===== config.mk =====
export PLATFORM = sky130hd
export DESIGN_NAME = instr_issue_ctrl_flat
export DESIGN_NICKNAME = d
export VERILOG_FILES = /design/src/rtl/instr_issue_if.sv /design/src/rtl/instr_issue_ctrl.sv /design/src/flat_wrapper.sv
export SDC_FILE = /design/constraint.sdc
export NUM_CORES = 1
export LEC_CHECK = 0
export BUFFER_PORTS_ARGS = -buffer_cell sky130_fd_sc_hd__buf_2
export CORE_ASPECT_RATIO = 1.2
export CORE_UTILIZATION = 49
export CTS_BUF_LIST = sky130_fd_sc_hd__clkbuf_4 sky130_fd_sc_hd__clkbuf_8 sky130_fd_sc_hd__clkbuf_16
export DETAILED_ROUTE_END_ITERATION = 8
export PLACE_DENSITY = 0.76
export SLEW_MARGIN = 30
export SYNTH_ARGS = -nofsm -noshare
export SYNTH_HDL_FRONTEND = slang
export SYNTH_SLANG_ARGS = --single-unit

===== constraint.sdc =====
create_clock -name clk -period 2.4 [get_ports clk]
set_input_delay 0.24 -clock clk [delete_from_list [all_inputs] [get_ports clk]]
set_output_delay 0.24 -clock clk [all_outputs]
set_load 0.005 [all_outputs]

===== src/rtl/instr_issue_if.sv =====
// Handshake and control bundle between fetch/datapath and instr_issue_ctrl.
// master = the issue controller, slave = fetch, ALU, register file, memory and PC side.
interface instr_issue_if #(
  parameter int CNT_W = 16
);
  // instr moves when instr_valid && instr_ready are both high at a rising clk edge.
  // The producer holds instr stable while valid and not ready. instr_ready is registered.
  logic [8:0]       instr;
  logic             instr_valid;
  logic             instr_ready;
  logic [2:0]       alu_op;
  logic [2:0]       rs_addr;
  logic [2:0]       rt_addr;
  logic [5:0]       imm;
  logic             shift_dir;
  logic [2:0]       shift_amt;
  logic             reg_we;
  logic [2:0]       wr_addr;
  logic             mem_req;
  logic             mem_we;
  logic             mem_ack;
  logic             br_req;
  logic             cmp_ne;
  logic             pc_load;
  logic             flush;
  logic             mem_err;
  logic [CNT_W-1:0] instr_count;
  logic             halted;

  modport master (
    input  instr, instr_valid, mem_ack, cmp_ne,
    output instr_ready, alu_op, rs_addr, rt_addr, imm, shift_dir, shift_amt,
           reg_we, wr_addr, mem_req, mem_we, br_req, pc_load, flush,
           mem_err, instr_count, halted
  );

  modport slave (
    output instr, instr_valid, mem_ack, cmp_ne,
    input  instr_ready, alu_op, rs_addr, rt_addr, imm, shift_dir, shift_amt,
           reg_we, wr_addr, mem_req, mem_we, br_req, pc_load, flush,
           mem_err, instr_count, halted
  );
endinterface


===== src/rtl/instr_issue_ctrl.sv =====
// Decode/issue controller for the 9-bit CPU: registered control, memory wait and branch resolve.
// Define HALT_DETECT_EN to treat 9'h1FF as a halt instruction (halted output stays 0 otherwise).
module instr_issue_ctrl #(
  parameter logic [2:0] LDI_DST     = 3'd0,
  parameter int         MEM_TIMEOUT = 15,
  parameter int         CNT_W       = 16
) (
  input  logic          clk,
  input  logic          reset,
  instr_issue_if.master bus,
  output logic [1:0]    stateDbg
);
  localparam logic [2:0] OP_AND = 3'd0, OP_ADD = 3'd1, OP_XOR = 3'd2, OP_LSH = 3'd3;
  localparam logic [2:0] OP_LDI = 3'd4, OP_LDM = 3'd5, OP_STR = 3'd6, OP_BNE = 3'd7;
  localparam logic [3:0] TIMEOUT_LIM = 4'(MEM_TIMEOUT);

`ifdef HALT_DETECT_EN
  typedef enum logic [1:0] {RUN = 2'd0, MEM_WAIT = 2'd1, BR_WAIT = 2'd2, HALT = 2'd3} state_t;
`else
  typedef enum logic [1:0] {RUN = 2'd0, MEM_WAIT = 2'd1, BR_WAIT = 2'd2} state_t;
`endif

  state_t     state, stateNext;
  logic [3:0] waitCnt;
  logic       brPhase;   // 0: br_req cycle, 1: cmp_ne is valid
  logic       accept, isHalt, retire, timeout, brTaken;
  logic [2:0] opcode;

  assign opcode   = bus.instr[8:6];
  assign accept   = bus.instr_valid && bus.instr_ready;
  assign stateDbg = state;
`ifdef HALT_DETECT_EN
  assign isHalt = (bus.instr == 9'h1FF);
`else
  assign isHalt = 1'b0;
`endif

  always_comb begin
    stateNext = state;
    retire    = 1'b0;
    timeout   = 1'b0;
    brTaken   = 1'b0;
    case (state)
      RUN: if (accept) begin
        if (isHalt) begin
`ifdef HALT_DETECT_EN
          stateNext = HALT;
`endif
          retire = 1'b1;
        end else if (opcode == OP_LDM || opcode == OP_STR) begin
          stateNext = MEM_WAIT;
        end else if (opcode == OP_BNE) begin
          stateNext = BR_WAIT;
        end else begin
          retire = 1'b1;
        end
      end
      MEM_WAIT: begin
        if (bus.mem_ack) begin
          retire    = 1'b1;
          stateNext = RUN;
        end else if (waitCnt == TIMEOUT_LIM) begin
          timeout   = 1'b1;
          retire    = 1'b1;
          stateNext = RUN;
        end
      end
      BR_WAIT: if (brPhase) begin
        brTaken   = bus.cmp_ne;
        retire    = 1'b1;
        stateNext = RUN;
      end
      default: stateNext = state;
    endcase
  end

  always_ff @(posedge clk) begin
    if (reset) begin
      state   <= RUN;
      waitCnt <= 4'd0;
      brPhase <= 1'b0;
    end else begin
      state   <= stateNext;
      waitCnt <= (state == MEM_WAIT) ? waitCnt + 4'd1 : 4'd0;
      brPhase <= (state == BR_WAIT) && !brPhase;
    end
  end

  always_ff @(posedge clk) begin
    if (reset) begin
      bus.instr_ready <= 1'b0;
      bus.alu_op      <= 3'd0;
      bus.rs_addr     <= 3'd0;
      bus.rt_addr     <= 3'd0;
      bus.imm         <= 6'd0;
      bus.shift_dir   <= 1'b0;
      bus.shift_amt   <= 3'd0;
      bus.reg_we      <= 1'b0;
      bus.wr_addr     <= 3'd0;
      bus.mem_req     <= 1'b0;
      bus.mem_we      <= 1'b0;
      bus.br_req      <= 1'b0;
      bus.pc_load     <= 1'b0;
      bus.flush       <= 1'b0;
      bus.mem_err     <= 1'b0;
      bus.instr_count <= '0;
    end else begin
      bus.reg_we  <= 1'b0;
      bus.mem_req <= 1'b0;
      bus.br_req  <= 1'b0;
      bus.pc_load <= brTaken;
      bus.flush   <= brTaken;
      // A taken branch holds off issue for the flush cycle so the wrong-path word is not accepted.
      bus.instr_ready <= (stateNext == RUN) && !brTaken;
      if (retire)  bus.instr_count <= bus.instr_count + CNT_W'(1);
      if (timeout) bus.mem_err <= 1'b1;
      if (state == RUN && accept) begin
        bus.alu_op <= opcode;
        case (opcode)
          OP_AND, OP_ADD, OP_XOR: begin
            bus.rs_addr <= bus.instr[5:3];
            bus.rt_addr <= bus.instr[2:0];
            bus.reg_we  <= 1'b1;
            bus.wr_addr <= bus.instr[5:3];
          end
          OP_LSH: begin
            bus.rs_addr   <= bus.instr[5:3];
            bus.shift_dir <= bus.instr[2];
            bus.shift_amt <= {1'b0, bus.instr[1:0]} + 3'd1;
            bus.reg_we    <= 1'b1;
            bus.wr_addr   <= bus.instr[5:3];
          end
          OP_LDI: begin
            bus.imm     <= bus.instr[5:0];
            bus.reg_we  <= 1'b1;
            bus.wr_addr <= LDI_DST;
          end
          OP_LDM, OP_STR: begin
            bus.rs_addr <= bus.instr[5:3];
            bus.rt_addr <= bus.instr[2:0];
            bus.mem_req <= 1'b1;
            bus.mem_we  <= (opcode == OP_STR);
          end
          default: begin
            bus.rs_addr <= bus.instr[5:3];
            bus.rt_addr <= bus.instr[2:0];
            bus.br_req  <= !isHalt;
          end
        endcase
      end
      if (state == MEM_WAIT && bus.mem_ack && !bus.mem_we) begin
        bus.reg_we  <= 1'b1;
        bus.wr_addr <= bus.rs_addr;
      end
    end
  end

`ifdef HALT_DETECT_EN
  always_ff @(posedge clk) begin
    if (reset) bus.halted <= 1'b0;
    else if (state == RUN && accept && isHalt) bus.halted <= 1'b1;
  end
`else
  assign bus.halted = 1'b0;
`endif
endmodule


===== src/flat_wrapper.sv =====
// flat-port wrapper written by rule: the top's interface ports become plain ports
module instr_issue_ctrl_flat 
#(
  parameter logic [2:0] LDI_DST     = 3'd0,
  parameter int         MEM_TIMEOUT = 15,
  parameter int         CNT_W       = 16
)
  (clk, reset, stateDbg, bus_instr, bus_instr_valid, bus_mem_ack, bus_cmp_ne, bus_instr_ready, bus_alu_op, bus_rs_addr, bus_rt_addr, bus_imm, bus_shift_dir, bus_shift_amt, bus_reg_we, bus_wr_addr, bus_mem_req, bus_mem_we, bus_br_req, bus_pc_load, bus_flush, bus_mem_err, bus_instr_count, bus_halted);
  instr_issue_if #(.CNT_W(CNT_W)) bus_i ();
  input  logic clk;
  input  logic reset;
  output logic [1:0] stateDbg;
  input wire logic [$bits(bus_i.instr)-1:0] bus_instr;
  input wire logic [$bits(bus_i.instr_valid)-1:0] bus_instr_valid;
  input wire logic [$bits(bus_i.mem_ack)-1:0] bus_mem_ack;
  input wire logic [$bits(bus_i.cmp_ne)-1:0] bus_cmp_ne;
  output wire logic [$bits(bus_i.instr_ready)-1:0] bus_instr_ready;
  output wire logic [$bits(bus_i.alu_op)-1:0] bus_alu_op;
  output wire logic [$bits(bus_i.rs_addr)-1:0] bus_rs_addr;
  output wire logic [$bits(bus_i.rt_addr)-1:0] bus_rt_addr;
  output wire logic [$bits(bus_i.imm)-1:0] bus_imm;
  output wire logic [$bits(bus_i.shift_dir)-1:0] bus_shift_dir;
  output wire logic [$bits(bus_i.shift_amt)-1:0] bus_shift_amt;
  output wire logic [$bits(bus_i.reg_we)-1:0] bus_reg_we;
  output wire logic [$bits(bus_i.wr_addr)-1:0] bus_wr_addr;
  output wire logic [$bits(bus_i.mem_req)-1:0] bus_mem_req;
  output wire logic [$bits(bus_i.mem_we)-1:0] bus_mem_we;
  output wire logic [$bits(bus_i.br_req)-1:0] bus_br_req;
  output wire logic [$bits(bus_i.pc_load)-1:0] bus_pc_load;
  output wire logic [$bits(bus_i.flush)-1:0] bus_flush;
  output wire logic [$bits(bus_i.mem_err)-1:0] bus_mem_err;
  output wire logic [$bits(bus_i.instr_count)-1:0] bus_instr_count;
  output wire logic [$bits(bus_i.halted)-1:0] bus_halted;
  assign bus_i.instr = bus_instr;
  assign bus_i.instr_valid = bus_instr_valid;
  assign bus_i.mem_ack = bus_mem_ack;
  assign bus_i.cmp_ne = bus_cmp_ne;
  assign bus_instr_ready = bus_i.instr_ready;
  assign bus_alu_op = bus_i.alu_op;
  assign bus_rs_addr = bus_i.rs_addr;
  assign bus_rt_addr = bus_i.rt_addr;
  assign bus_imm = bus_i.imm;
  assign bus_shift_dir = bus_i.shift_dir;
  assign bus_shift_amt = bus_i.shift_amt;
  assign bus_reg_we = bus_i.reg_we;
  assign bus_wr_addr = bus_i.wr_addr;
  assign bus_mem_req = bus_i.mem_req;
  assign bus_mem_we = bus_i.mem_we;
  assign bus_br_req = bus_i.br_req;
  assign bus_pc_load = bus_i.pc_load;
  assign bus_flush = bus_i.flush;
  assign bus_mem_err = bus_i.mem_err;
  assign bus_instr_count = bus_i.instr_count;
  assign bus_halted = bus_i.halted;
  instr_issue_ctrl #(.LDI_DST(LDI_DST), .MEM_TIMEOUT(MEM_TIMEOUT), .CNT_W(CNT_W)) u_core (.clk(clk), .reset(reset), .bus(bus_i), .stateDbg(stateDbg));
endmodule

# After elaboration in Yosys (flattened, before gate mapping)
# Cells that the tools add are included.
[totals]
register_bits = 52
input_bits = 14
output_inout_bits = 49
wordCells = 89
[op_classes]
n_addsub = 3
n_eq_ne = 10
muxes = 26
bitwise_logic = 4
reduce_logical = 28
[op_table]
columns = ["op", "n"]
rows = [
  ["16-bit by 1-bit adder with 16-bit output (second input constant)", 1],
  ["1-bit 2-to-1 mux", 15],
  ["3-bit == test (second input constant)", 4],
  ["2-bit 2-to-1 mux", 6],
  ["2-bit AND reduction", 6],
  ["2-bit OR reduction", 4],
  ["7-bit OR reduction", 1],
  ["3-bit by 2-bit == test with 1-bit output (second input constant)", 2],
  ["1-bit logical AND", 6],
  ["3-bit 2-to-1 mux", 2],
  ["2-bit case mux with 3 select lines", 1],
  ["3-bit case mux with 2 select lines", 1],
  ["5-bit OR reduction", 1],
  ["4-bit by 1-bit adder with 4-bit output (second input constant)", 1],
  ["4-bit == test (second input constant)", 1],
  ["2-bit zero test", 2],
  ["1-bit inverter", 4],
  ["4-bit OR reduction", 1],
  ["2-bit by 1-bit adder with 3-bit output (second input constant)", 1],
  ["3-bit by 1-bit == test with 1-bit output (second input constant)", 1],
  ["1-bit zero test", 3],
  ["3-bit zero test", 1],
  ["1-bit case mux with 3 select lines", 1],
  ["3-bit nonzero test", 1],
  ["other kinds (4)", 4],
]

# Logic depth before layout (Yosys ltp)
# Gate-level depths: netlist (run 1).
[depth]
ltp_word = 7
ltp_mapped = 7
depth_no_buf = 5

# Worst setup path after synthesis (run 1)
# OpenSTA, ideal clock, no wires.
[synth_path]
path_kind = "register -> register"
from = "reg u_core.waitCnt[0]"
to = "reg u_core.bus.instr_count[1] (netlist bit)"
setup_time_ns = 0.128
arrival_time_ns = 1.669
t_required_ns = 2.272
path_slack_ns = 0.603
stages_incl_launch_ff = 8
n_path_buf = 2
period_less_slack_ns = 1.797
path_cell_list = "dfxtp_1 > ha_1 > a31o_1 > a222oi_1 > buf_4 > buf_6 > mux2i_1 > nor2_1"
[synth_between]
elab_chain_len = 4
[synth_rtl]
columns = ["item", "line", "rtl"]
rows = [
  ["from (decl)", "instr_issue_ctrl.sv:24", "logic [3:0] waitCnt;"],
  ["from (signal assigned)", "instr_issue_ctrl.sv:84", "waitCnt <= (state == MEM_WAIT) ? waitCnt + 4'd1 : 4'd0;"],
  ["4-bit == test", "instr_issue_ctrl.sv:62", "end else if (waitCnt == TIMEOUT_LIM) begin"],
  ["1-bit 2-to-1 mux", "instr_issue_ctrl.sv:62", ""],
  ["1-bit 2-to-1 mux", "instr_issue_ctrl.sv:59", "if (bus.mem_ack) begin"],
  ["1-bit case mux with 3 select lines", "instr_issue_ctrl.sv:43", "case (state)"],
  ["to (signal assigned)", "instr_issue_ctrl.sv:115", "if (retire) bus.instr_count <= bus.instr_count + CNT_W'(1);"],
  ["to (decl)", "instr_issue_if.sv:34", "mem_err, instr_count, halted"],
]
# Every way passes these cells.
# A chain may end at the register's enable or synchronous reset.

# Worst setup path in the final report (run 1)
# Same ends and word-level chain as after synthesis.

==> flow_metrics.tcl, run 1 <==
set metrics [dict create \
    wl_met1_mm 2.14 \
    synth_area_sq_um 2190 \
    io_buffers 61 \
    cts_htree_levels 2 \
    antenna_left 0 \
    grt_pass1_vias 1635 \
    synth_cell_types 45 \
    final_max_slew_viol_count 0 \
    p_leak_nw 1.12 \
    ir_drop_v 0.000393 \
    die_x_um 63.0 \
    layout-drive-gt1-share_pct 25.4 \
    place_hpwl_mm 3.22 \
    synth_largest_area_cell "dfxtp_1" \
    synth.most_common_cell "dfxtp_1" \
    cts_root_buffer "clkbuf_8" \
    place_ws_ns 0.563 \
    critPathLaunchType "register" \
    post-cts-setup-buffer-count 0 \
    ios 63 \
    synth_top_cells_by_area "dfxtp_1 (48%), a21oi_1 (5.7%), mux2i_1 (5.0%)" \
    cts-buffers-inserted 5 \
    r2r_start "u_core.waitCnt[0]" \
    layout.nets 315 \
    clock_skew_ns 0.00550 \
    cts_tree "done" \
    final-seq-area_sq_um 1040 \
    synth_top_cells_by_count "dfxtp_1 (52), nor2_1 (26), a21oi_1 (25)" \
    yosysSeqAreaShare_pct 47.5 \
    drtIter0Drc 127 \
    clk_pin_slew_ns 0.09 \
    rr_endpoint "u_core.bus.instr_count[1]" \
    slew_headroom_pct 57.1 \
    synth-edff-count 0 \
    antenna_found_initial 0 \
    worst_slack_ns 0.542 \
    grt_start_max_net_pins 37 \
    drtPass1Iterations 4 \
    clock_path_buffers 2 \
    min_to "u_core.bus.rt_addr[2]" \
    dr_wl_met3_um 259 \
    die-area_sq_um 4740 \
    worst_ep_arrival_time_ns 2.04 \
    cts_resized 0 \
    max-cap-violations 0 \
    track_usage_pct 19.8 \
    whs_path_depth 3 \
    path_max_fanout 30 \
    yosysTopAreaCellShare_pct 47.5 \
    core-area_sq_um 4260 \
    cts_hold_buffers 0 \
    yosys_warnings 0 \
    place.gp.congestion 0.794 \
    diodes 0 \
    synth_flop_cell "dfxtp_1" \
    ff2ff_path_depth 6 \
    path_cells "ha_1, a31o_1, a222oi_1, buf_4, mux2i_1, nor2_1" \
    syn_avg_cell_area_sq_um 9.02 \
    setup.worst_path.end_class "register" \
    async_reset_ff_share_pct 0 \
    path_class "register to register" \
    cp.required_ns 2.58 \
    multi_input_comb_area_sq_um 1040 \
    synth_seq_cells 52 \
    rsz0062_at_grt "no" \
    wl_met2_mm 2.11 \
    critPathSlowestCell "buf_4" \
    start_util_pct 51.4 \
    areaGrowthSynthToFinish_pct 18.5 \
    grt_remaining_overflow 0 \
    status "completed" \
    drc_errors 0 \
    final-hold-violation-count 0 \
    routed-via-count 1926 \
    rrSetupSlack_ns 0.54 \
    clock_sinks 52 \
    rows 26 \
    synth_fp_nets 260 \
    worstSkewPairLatency_ns 0.31 \
    tightest_slew_ns 0.643 \
    wire_per_inst_um 12.9 \
    setup_viol 0 \
    synth_cells 243 \
    power.density_nw_per_um2 593 \
    fin_crit_sh_pct 77.4 \
    vias_per_cell 5.43 \
    crit_path_max_incr_delay_ns 0.35 \
    fillerInstances 400 \
    min_from "bus_instr[2]" \
    fp.dieH_um 75.3 \
    fin_crit_ns 1.86 \
    fin_tns_setup_ns 0 \
    hp-class "input port to register" \
    path_buf_inv 1 \
    routed_wl_mm 4.57 \
    grt_pass1_wl_mm 7.28 \
    crit_family "compound AO/OA/AOI/OAI gates" \
    fmax_mhz 538 \
    top_layer "met4" \
]
[power breakdown]
part | total, W | internal, W | leakage, nW | switching (W)
Sequential | 0.000895 | 0.000882 | 0.421 | 0.0000134
Clock | 0.000513 | 0.000231 | 0.0510 | 0.000282
Combinational | 0.000133 | 0.0000548 | 0.651 | 0.0000783
Total | 0.00154 | 0.00117 | 1.12 | 0.000374
[worst min-delay path, cell delays in order]
cell and delay (ns):
buf_2 0.10, mux2i_1 0.06, nor2_1 0.07
[final cells by class]
class | instances | area share (%)
Clock buffer | 6 | 3.18
Clock inverter | 2 | 0.386
Inverter | 4 | 0.578
Multi-Input combinational cell | 170 | 40.1
Sequential cell | 52 | 40.1
Tap cell | 56 | 2.70
Timing Repair Buffer | 65 | 12.9
[per-stage QoR]
step	utilization, %	cell area (sq um)	total power [W]	cells	hold slack (ns)
detailed placement	58.7	2500	0.00105	347	0.439
finish	60.9	2600	0.00154	355	0.197
global placement	58.7	2500	0.00105	347	0.430
CTS	60.9	2600	0.00157	355	0.189
floorplan	-	2190	0.00100	243	0.316
global route	60.9	2600	0.00161	355	0.195
[flip-flops by register name, indices dropped and copies added (netlist names), 2 cells and up]
register and count:
u_core.bus.instr_count 16, u_core.bus.imm 6, u_core.waitCnt 4, u_core.bus.alu_op 3
u_core.bus.rs_addr 3, u_core.bus.rt_addr 3, u_core.bus.shift_amt 3, u_core.bus.wr_addr 3
u_core.stateDbg 2
[metal layers]
layer,track usage (%),vias to the layer above
met5,0,-
met3,6.06,6
met4,8.53,0
met1,23.9,889
li1,-,980
met2,32.9,51
[cell families after synthesis]
group                    after synthesis  synth area share [%]
AO/OA/AOI/OAI                         52                  14.3
XOR/XNOR                               4                  1.60
adder cells (fa/ha/maj)                3                  1.71
buffers and inverters                 21                  4.91
flip-flops                            52                  47.5
multiplexers                          11                  5.03
other                                  1                 0.171
AND/OR/NAND/NOR                       99                  24.7
[worst max path at each step]
| stage | endpoint | slack (ns) | startpoint | cells after the start |
|---|---|---|---|---|
| final | u_core.bus.instr_count[1] | 0.54 | u_core.waitCnt[0] | 6 |
| after global routing | u_core.bus.instr_count[14] | 0.45 | u_core.waitCnt[0] | 6 |
| after CTS | u_core.bus.instr_count[1] | 0.55 | u_core.waitCnt[0] | 6 |
| after detailed placement | u_core.bus.instr_count[1] | 0.56 | u_core.waitCnt[0] | 6 |
| after global placement | u_core.bus.instr_count[1] | 0.61 | u_core.waitCnt[0] | 6 |
| after floorplan | u_core.bus.instr_count[1] | 0.60 | u_core.waitCnt[0] | 7 |
[cell usage in the layout (no fill, tap or decap), drive strengths merged, types with 4 or more instances in the layout]
cell,Yosys,final
buf,8,65
inv,4,4
nand2,21,21
nor2,26,26
or4,6,6
dfxtp,52,52
nand3,12,12
mux2i,11,11
nand4,5,5
or3,8,8
a21oi,25,25
o21ai,10,10
clkbuf,9,6
o31ai,6,6
No activity file was read; power rests on OpenSTA's default activity.
==> inputs of run 2 (changes only) <==
==> constraint.sdc (replaced) <==
create_clock -name clk -period 1.9 [get_ports clk]
set_input_delay 0.19 -clock clk [delete_from_list [all_inputs] [get_ports clk]]
set_output_delay 0.19 -clock clk [all_outputs]
set_load 0.005 [all_outputs]
==> run 2 against run 1 <==
Net effect: first-iteration DRC count unchanged; combinational power up 44%; power is 39% higher; cell area up 5.1%; worst hold slack worse by 0.043 ns; via count up 4.3%; die area is the same; highest routed layer unchanged; critical path type unchanged; fmax increased by 2.5%; critical path depth is 1 higher; clock power grew 60%.
==> flow_metrics.tcl, run 2 (synthesis gave the netlist of run 1 again) <==
set metrics [dict create \
    drc_errors 0 \
    antenna_left 0 \
    cts_htree_levels 2 \
    power.density_nw_per_um2 786 \
    clock_sinks 52 \
    ir_drop_v 0.000466 \
    vias_per_cell 5.49 \
    drtPass1Iterations 5 \
    multi_input_comb_area_sq_um 1040 \
    reg_top3 "u_core.bus.instr_count (16), u_core.bus.imm (6), u_core.waitCnt (4)" \
    drtIter0Drc 127 \
    start_util_pct 51.4 \
    largest_reg_flops 16 \
    routed-via-count 2009 \
    fp.dieH_um 75.3 \
    path_class "register to register" \
    core-area_sq_um 4260 \
    layout_common_cells "buf_2 (62), dfxtp_1 (51), nor2_1 (26)" \
    p_int_w 0.00166 \
    switching_share_pct 22.4 \
    path_cells "ha_2, a31o_1, a222oi_1, buf_4, buf_2, o31ai_1, a21oi_1" \
    ios 63 \
    cp.required_ns 2.14 \
    die_x_um 63.0 \
    die-area_sq_um 4740 \
    critPathLaunchType "register" \
    mostFrequentLayoutCell "buf_2" \
    rrSetupSlack_ns 0.09 \
    path_max_fanout 7 \
    layout.nets 326 \
    track_usage_pct 20.9 \
    hp-class "input port to register" \
    setup_viol 0 \
    final-seq-area_sq_um 1040 \
    worst_ep_arrival_time_ns 2.06 \
    routed_wl_mm 4.88 \
    cts_root_buffer "clkbuf_8" \
    max-cap-violations 0 \
    p_leak_nw 1.19 \
    cts-buffers-inserted 5 \
    rows 26 \
    final_area_sq_um 2730 \
    status "completed" \
    setup.worst_path.end_class "register" \
    combPwrFrac_pct 9.0 \
    fin_util_pct 64.0 \
    antenna_found_initial 0 \
    grt_start_max_net_pins 31 \
    critPathSlowestCell "a222oi_1" \
    place.gp.congestion 0.778 \
    crit_family "compound AO/OA/AOI/OAI gates" \
    grt_pass1_wl_mm 7.73 \
    grt_remaining_overflow 0 \
    final-hold-violation-count 0 \
    placed_cell_area_sq_um 2560 \
    areaGrowthSynthToFinish_pct 24.5 \
    worstSkewPairLatency_ns 0.31 \
    grt_pass1_vias 1703 \
    path_buf_inv 2 \
    diodes 0 \
    sequentialPowerShare_pct 52.7 \
    clkPwrFrac_pct 38.4 \
    fmax_mhz 551 \
    crit_path_max_incr_delay_ns 0.43 \
    tightest_slew_ns 0.572 \
    clock_skew_ns 0.00797 \
    fin_crit_ns 1.81 \
    clk_pin_slew_ns 0.09 \
    final_max_slew_viol_count 0 \
    io_buffers 61 \
    fin_crit_sh_pct 95.4 \
    switchingPower_w 0.000481 \
    slew_headroom_pct 61.7 \
    largest-register "u_core.bus.instr_count" \
    place_hpwl_mm 3.37 \
    clock_path_buffers 2 \
    wire_per_inst_um 13.3 \
    cts_tree "done" \
    layout-drive-gt1-share_pct 28.7 \
    fillerInstances 376 \
]
==> run 2: cell types whose count changed in the layout (fill, tap and decap cells not counted), sizes merged <==
cell / change
buf: +10
clkbuf: +2
clkinv: -2
bufinv: +1
==> run 2: per-layer routing <==
metal / vias up / wire (um) / GRT usage [%]
met5: - / 0 / 0
met4: 0 / 70 / 9.04
met3: 7 / 253 / 6.21
met2: 59 / 2330 / 35.1
met1: 937 / 2220 / 25.0
li1: 1006 / - / -
==> run 2: power by group through the flow <==
stage                     Sequential, W  Clock [W]  Combinational [W]
after global routing            0.00113   0.000877           0.000213
final                           0.00113   0.000823           0.000192
after CTS                       0.00113   0.000836           0.000180
after floorplan                 0.00116          0           0.000111
after detailed placement        0.00115          0           0.000180
after global placement          0.00115          0           0.000177
==> run 2: tightest hold or removal path: cells and delay by family <==
kind | cells | cell delay (ns)
buffers and inverters | 1 | 0.10
multiplexers | 1 | 0.07
AND/OR/NAND/NOR | 1 | 0.07
==> run 2: layout make-up <==
type                       instances  share of cell area [%]
timing repair buffer              76                    15.7
tap                               56                    2.57
inverter                           4                   0.550
sequential                        52                    38.2
multi-input combinational        170                    38.3
clock inverter                     1                    1.10
clock buffer                       7                    3.53
==> run 2: worst paths after layout <==
kind	startpoint	to	cells after the start
worst max-delay path	u_core.waitCnt[0]	u_core.bus.instr_count[13]	7
worst min-delay path	bus_instr[2]	u_core.bus.rt_addr[2]	3
worst max register to register	u_core.waitCnt[0]	u_core.bus.instr_count[13]	7
worst min register to register	u_core.waitCnt[0]	u_core.waitCnt[0]	1
==> run 2: metrics by stage <==
stage                     hold WS, ns  power, W  instances  TNS, ns  worst slack (ns)
after floorplan                 0.266   0.00127        243        0             0.103
after global placement          0.426   0.00133        355        0             0.163
after detailed placement        0.434   0.00133        355        0             0.114
after CTS                       0.144   0.00215        363        0            0.0902
after global routing            0.154   0.00222        366  -0.0169           -0.0115
final                           0.154   0.00214        366        0            0.0865
==> run 2: what timing repair did <==
item | 4_1_cts | 5_1_grt
setup buffers | 0 | 1
endpoints found under the setup margin | 0 | 2
resized for setup | 0 | 8
hold buffers | 0 | 0
==> inputs of run 3 (changes only) <==
--- a/config.mk
+++ b/config.mk
@@ -11,7 +11,9 @@
 export CTS_BUF_LIST = sky130_fd_sc_hd__clkbuf_4 sky130_fd_sc_hd__clkbuf_8 sky130_fd_sc_hd__clkbuf_16
 export DETAILED_ROUTE_END_ITERATION = 8
 export PLACE_DENSITY = 0.76
+export REMOVE_ABC_BUFFERS = 1
 export SLEW_MARGIN = 30
 export SYNTH_ARGS = -nofsm -noshare
 export SYNTH_HDL_FRONTEND = slang
 export SYNTH_SLANG_ARGS = --single-unit
+export TNS_END_PERCENT = 1
==> run 3 against run 2 <==
Net effect: register-to-register slack got worse by 0.02 ns; worst hold slack got worse by 0.012 ns; power fell by 8.0%; worst setup slack worse by 0.015 ns; combinational power barely moved; largest power group unchanged; final cell count is 0.55% lower; via count shrank 1.6%; core utilization decreased by 0.35 points; first-iteration DRC count rose by 16%; clock skew is essentially flat; cell area down 0.55%.
==> flow_metrics.tcl, run 3 (synthesis gave the netlist of run 1 again) <==
set metrics [dict create \
    r2r_start "u_core.stateDbg[1]" \
    ff2ff_path_depth 6 \
    grtUsageMet3_pct 6.06 \
    die_x_um 63.0 \
    cts_tree "done" \
    layout.nets 324 \
    routed-via-count 1977 \
    areaGrowthSynthToFinish_pct 23.8 \
    min_from "bus_instr[5]" \
    crit_family "simple AND/OR/NAND/NOR gates" \
    path_cells "and4bb_1, a222oi_1, buf_4, buf_4, or4_1, a21oi_1" \
    tightest_slew_ns 0.601 \
    path_class "register to register" \
    layout_common_cells "buf_2 (61), dfxtp_1 (49), nor2_1 (26)" \
    diodes 0 \
    use_met2_pct 36.7 \
    whs_path_depth 3 \
    track_usage_pct 20.2 \
    critPathSlowestCell "or4_1" \
    rrSetupSlack_ns 0.07 \
    place.gp.congestion 0.776 \
    start_util_pct 51.4 \
    worst_ep_arrival_time_ns 2.07 \
    ir_drop_v 0.000462 \
    cts_htree_levels 2 \
    ios 63 \
    drc_errors 0 \
    timing.hold.ws_ns 0.142 \
    cts_root_buffer "clkbuf_8" \
    rows 26 \
    reg_top3 "u_core.bus.instr_count (16), u_core.bus.imm (6), u_core.waitCnt (4)" \
    cts-buffers-inserted 5 \
    cts_hold_buffers 0 \
    die-area_sq_um 4740 \
    cp.required_ns 2.14 \
    critPathLaunchType "register" \
    worstSkewPairLatency_ns 0.31 \
    io_buffers 61 \
    antenna_found_initial 0 \
    fin_tns_setup_ns 0 \
    hp-class "input port to register" \
    fin_crit_sh_pct 96.3 \
    mostFrequentLayoutCell "buf_2" \
    place_hpwl_mm 3.35 \
    clock_path_buffers 2 \
    vias_per_cell 5.43 \
    grt_remaining_overflow 0 \
    top_usage_layer "met2" \
    routed_wl_mm 4.74 \
    final_area_sq_um 2710 \
    max-cap-violations 0 \
    clock_sinks 52 \
    fp.dieH_um 75.3 \
    drtPass1Iterations 4 \
    crit_path_frequent_cell "buf_4" \
    use_met1_pct 22.5 \
    core-area_sq_um 4260 \
    clock_skew_ns 0.00831 \
    placed_cell_area_sq_um 2550 \
    setup.worst_path.end_class "register" \
    power.density_nw_per_um2 728 \
    drtIter0Drc 147 \
    largest_reg_flops 16 \
    final_max_slew_viol_count 0 \
    fin_crit_ns 1.83 \
    final-hold-violation-count 0 \
    clk_pin_slew_ns 0.09 \
    layout-drive-gt1-share_pct 29.2 \
    p_leak_nw 1.18 \
    fmax_mhz 547 \
    setup_viol 0 \
    path_buf_inv 2 \
    worstSetupPathDepth 6 \
    crit_path_max_incr_delay_ns 0.50 \
    rr_endpoint "u_core.bus.instr_count[13]" \
    slew_headroom_pct 59.9 \
    fillerInstances 384 \
    grt_pass1_vias 1691 \
    wire_per_inst_um 13.0 \
    antenna_left 0 \
    status "completed" \
    grt_start_max_net_pins 36 \
    largest-register "u_core.bus.instr_count" \
    min_to "u_core.bus.rs_addr[2]" \
    grt_pass1_wl_mm 7.42 \
    path_max_fanout 6 \
]
[run 3: worst register-to-register path, delay by kind of cell (launching register included)]
kind | cells | cell delay, ns
simple gates | 2 | 0.82
flops | 1 | 0.35
buf+inv | 2 | 0.34
compound gates | 2 | 0.25
[run 3: area by class of cell]
| cell class | instances | area, sq um | area share (%) |
|---|---|---|---|
| multi-input cells | 170 | 1060 | 39.0 |
| clock buffers | 6 | 82.6 | 3.04 |
| clock inverters | 2 | 10.0 | 0.369 |
| flip-flops and latches | 52 | 1040 | 38.5 |
| inverters | 4 | 15.0 | 0.554 |
| well taps | 56 | 70.1 | 2.58 |
| repair buffers | 74 | 433 | 16.0 |
[run 3: metrics by stage]
step / power [W] / setup WS [ns] / utilization, % / std cells
floorplan: 0.00123 / -1.07 / - / 226
global placement: 0.00133 / 0.123 / 59.9 / 352
detailed placement: 0.00133 / 0.0643 / 59.9 / 352
CTS: 0.00197 / 0.0460 / 62.1 / 360
global route: 0.00205 / -0.0169 / 63.7 / 364
finish: 0.00197 / 0.0711 / 63.7 / 364
[run 3: where the power goes]
part / total (W) / internal (W) / switching [W]
clock network: 0.000650 / 0.000291 / 0.000358
logic: 0.000193 / 0.0000890 / 0.000104
registers: 0.00113 / 0.00111 / 0.0000168
[run 3: repair_timing]
item / 4_1_cts / 5_1_grt
gates resized for setup: 0 / 6
buffers inserted: 0 / 3
hold endpoints to repair: 0 / 0
endpoints found under the setup margin: 0 / 9
[run 3: how the worst max path moves through the flow]
| stage | start | endpoint | slack (ns) |
|---|---|---|---|
| detailed placement | u_core.waitCnt[0] | u_core.bus.instr_count[1] | 0.06 |
| global route | u_core.waitCnt[0] | u_core.bus.instr_count[1] | -0.02 |
| CTS | u_core.waitCnt[0] | u_core.bus.instr_count[1] | 0.05 |
| floorplan | u_core.stateDbg[1] | u_core.bus.instr_count[10] | -1.07 |
| global placement | u_core.waitCnt[0] | u_core.bus.instr_count[1] | 0.12 |
| finish | u_core.stateDbg[1] | u_core.bus.instr_count[13] | 0.07 |
[run 3: metal layers]
metal  share of wire, %  up-vias
li1                   -     1000
met5                  0        -
met1                 42      916
met2                 51       56
met3                5.7        5
met4                1.0        0
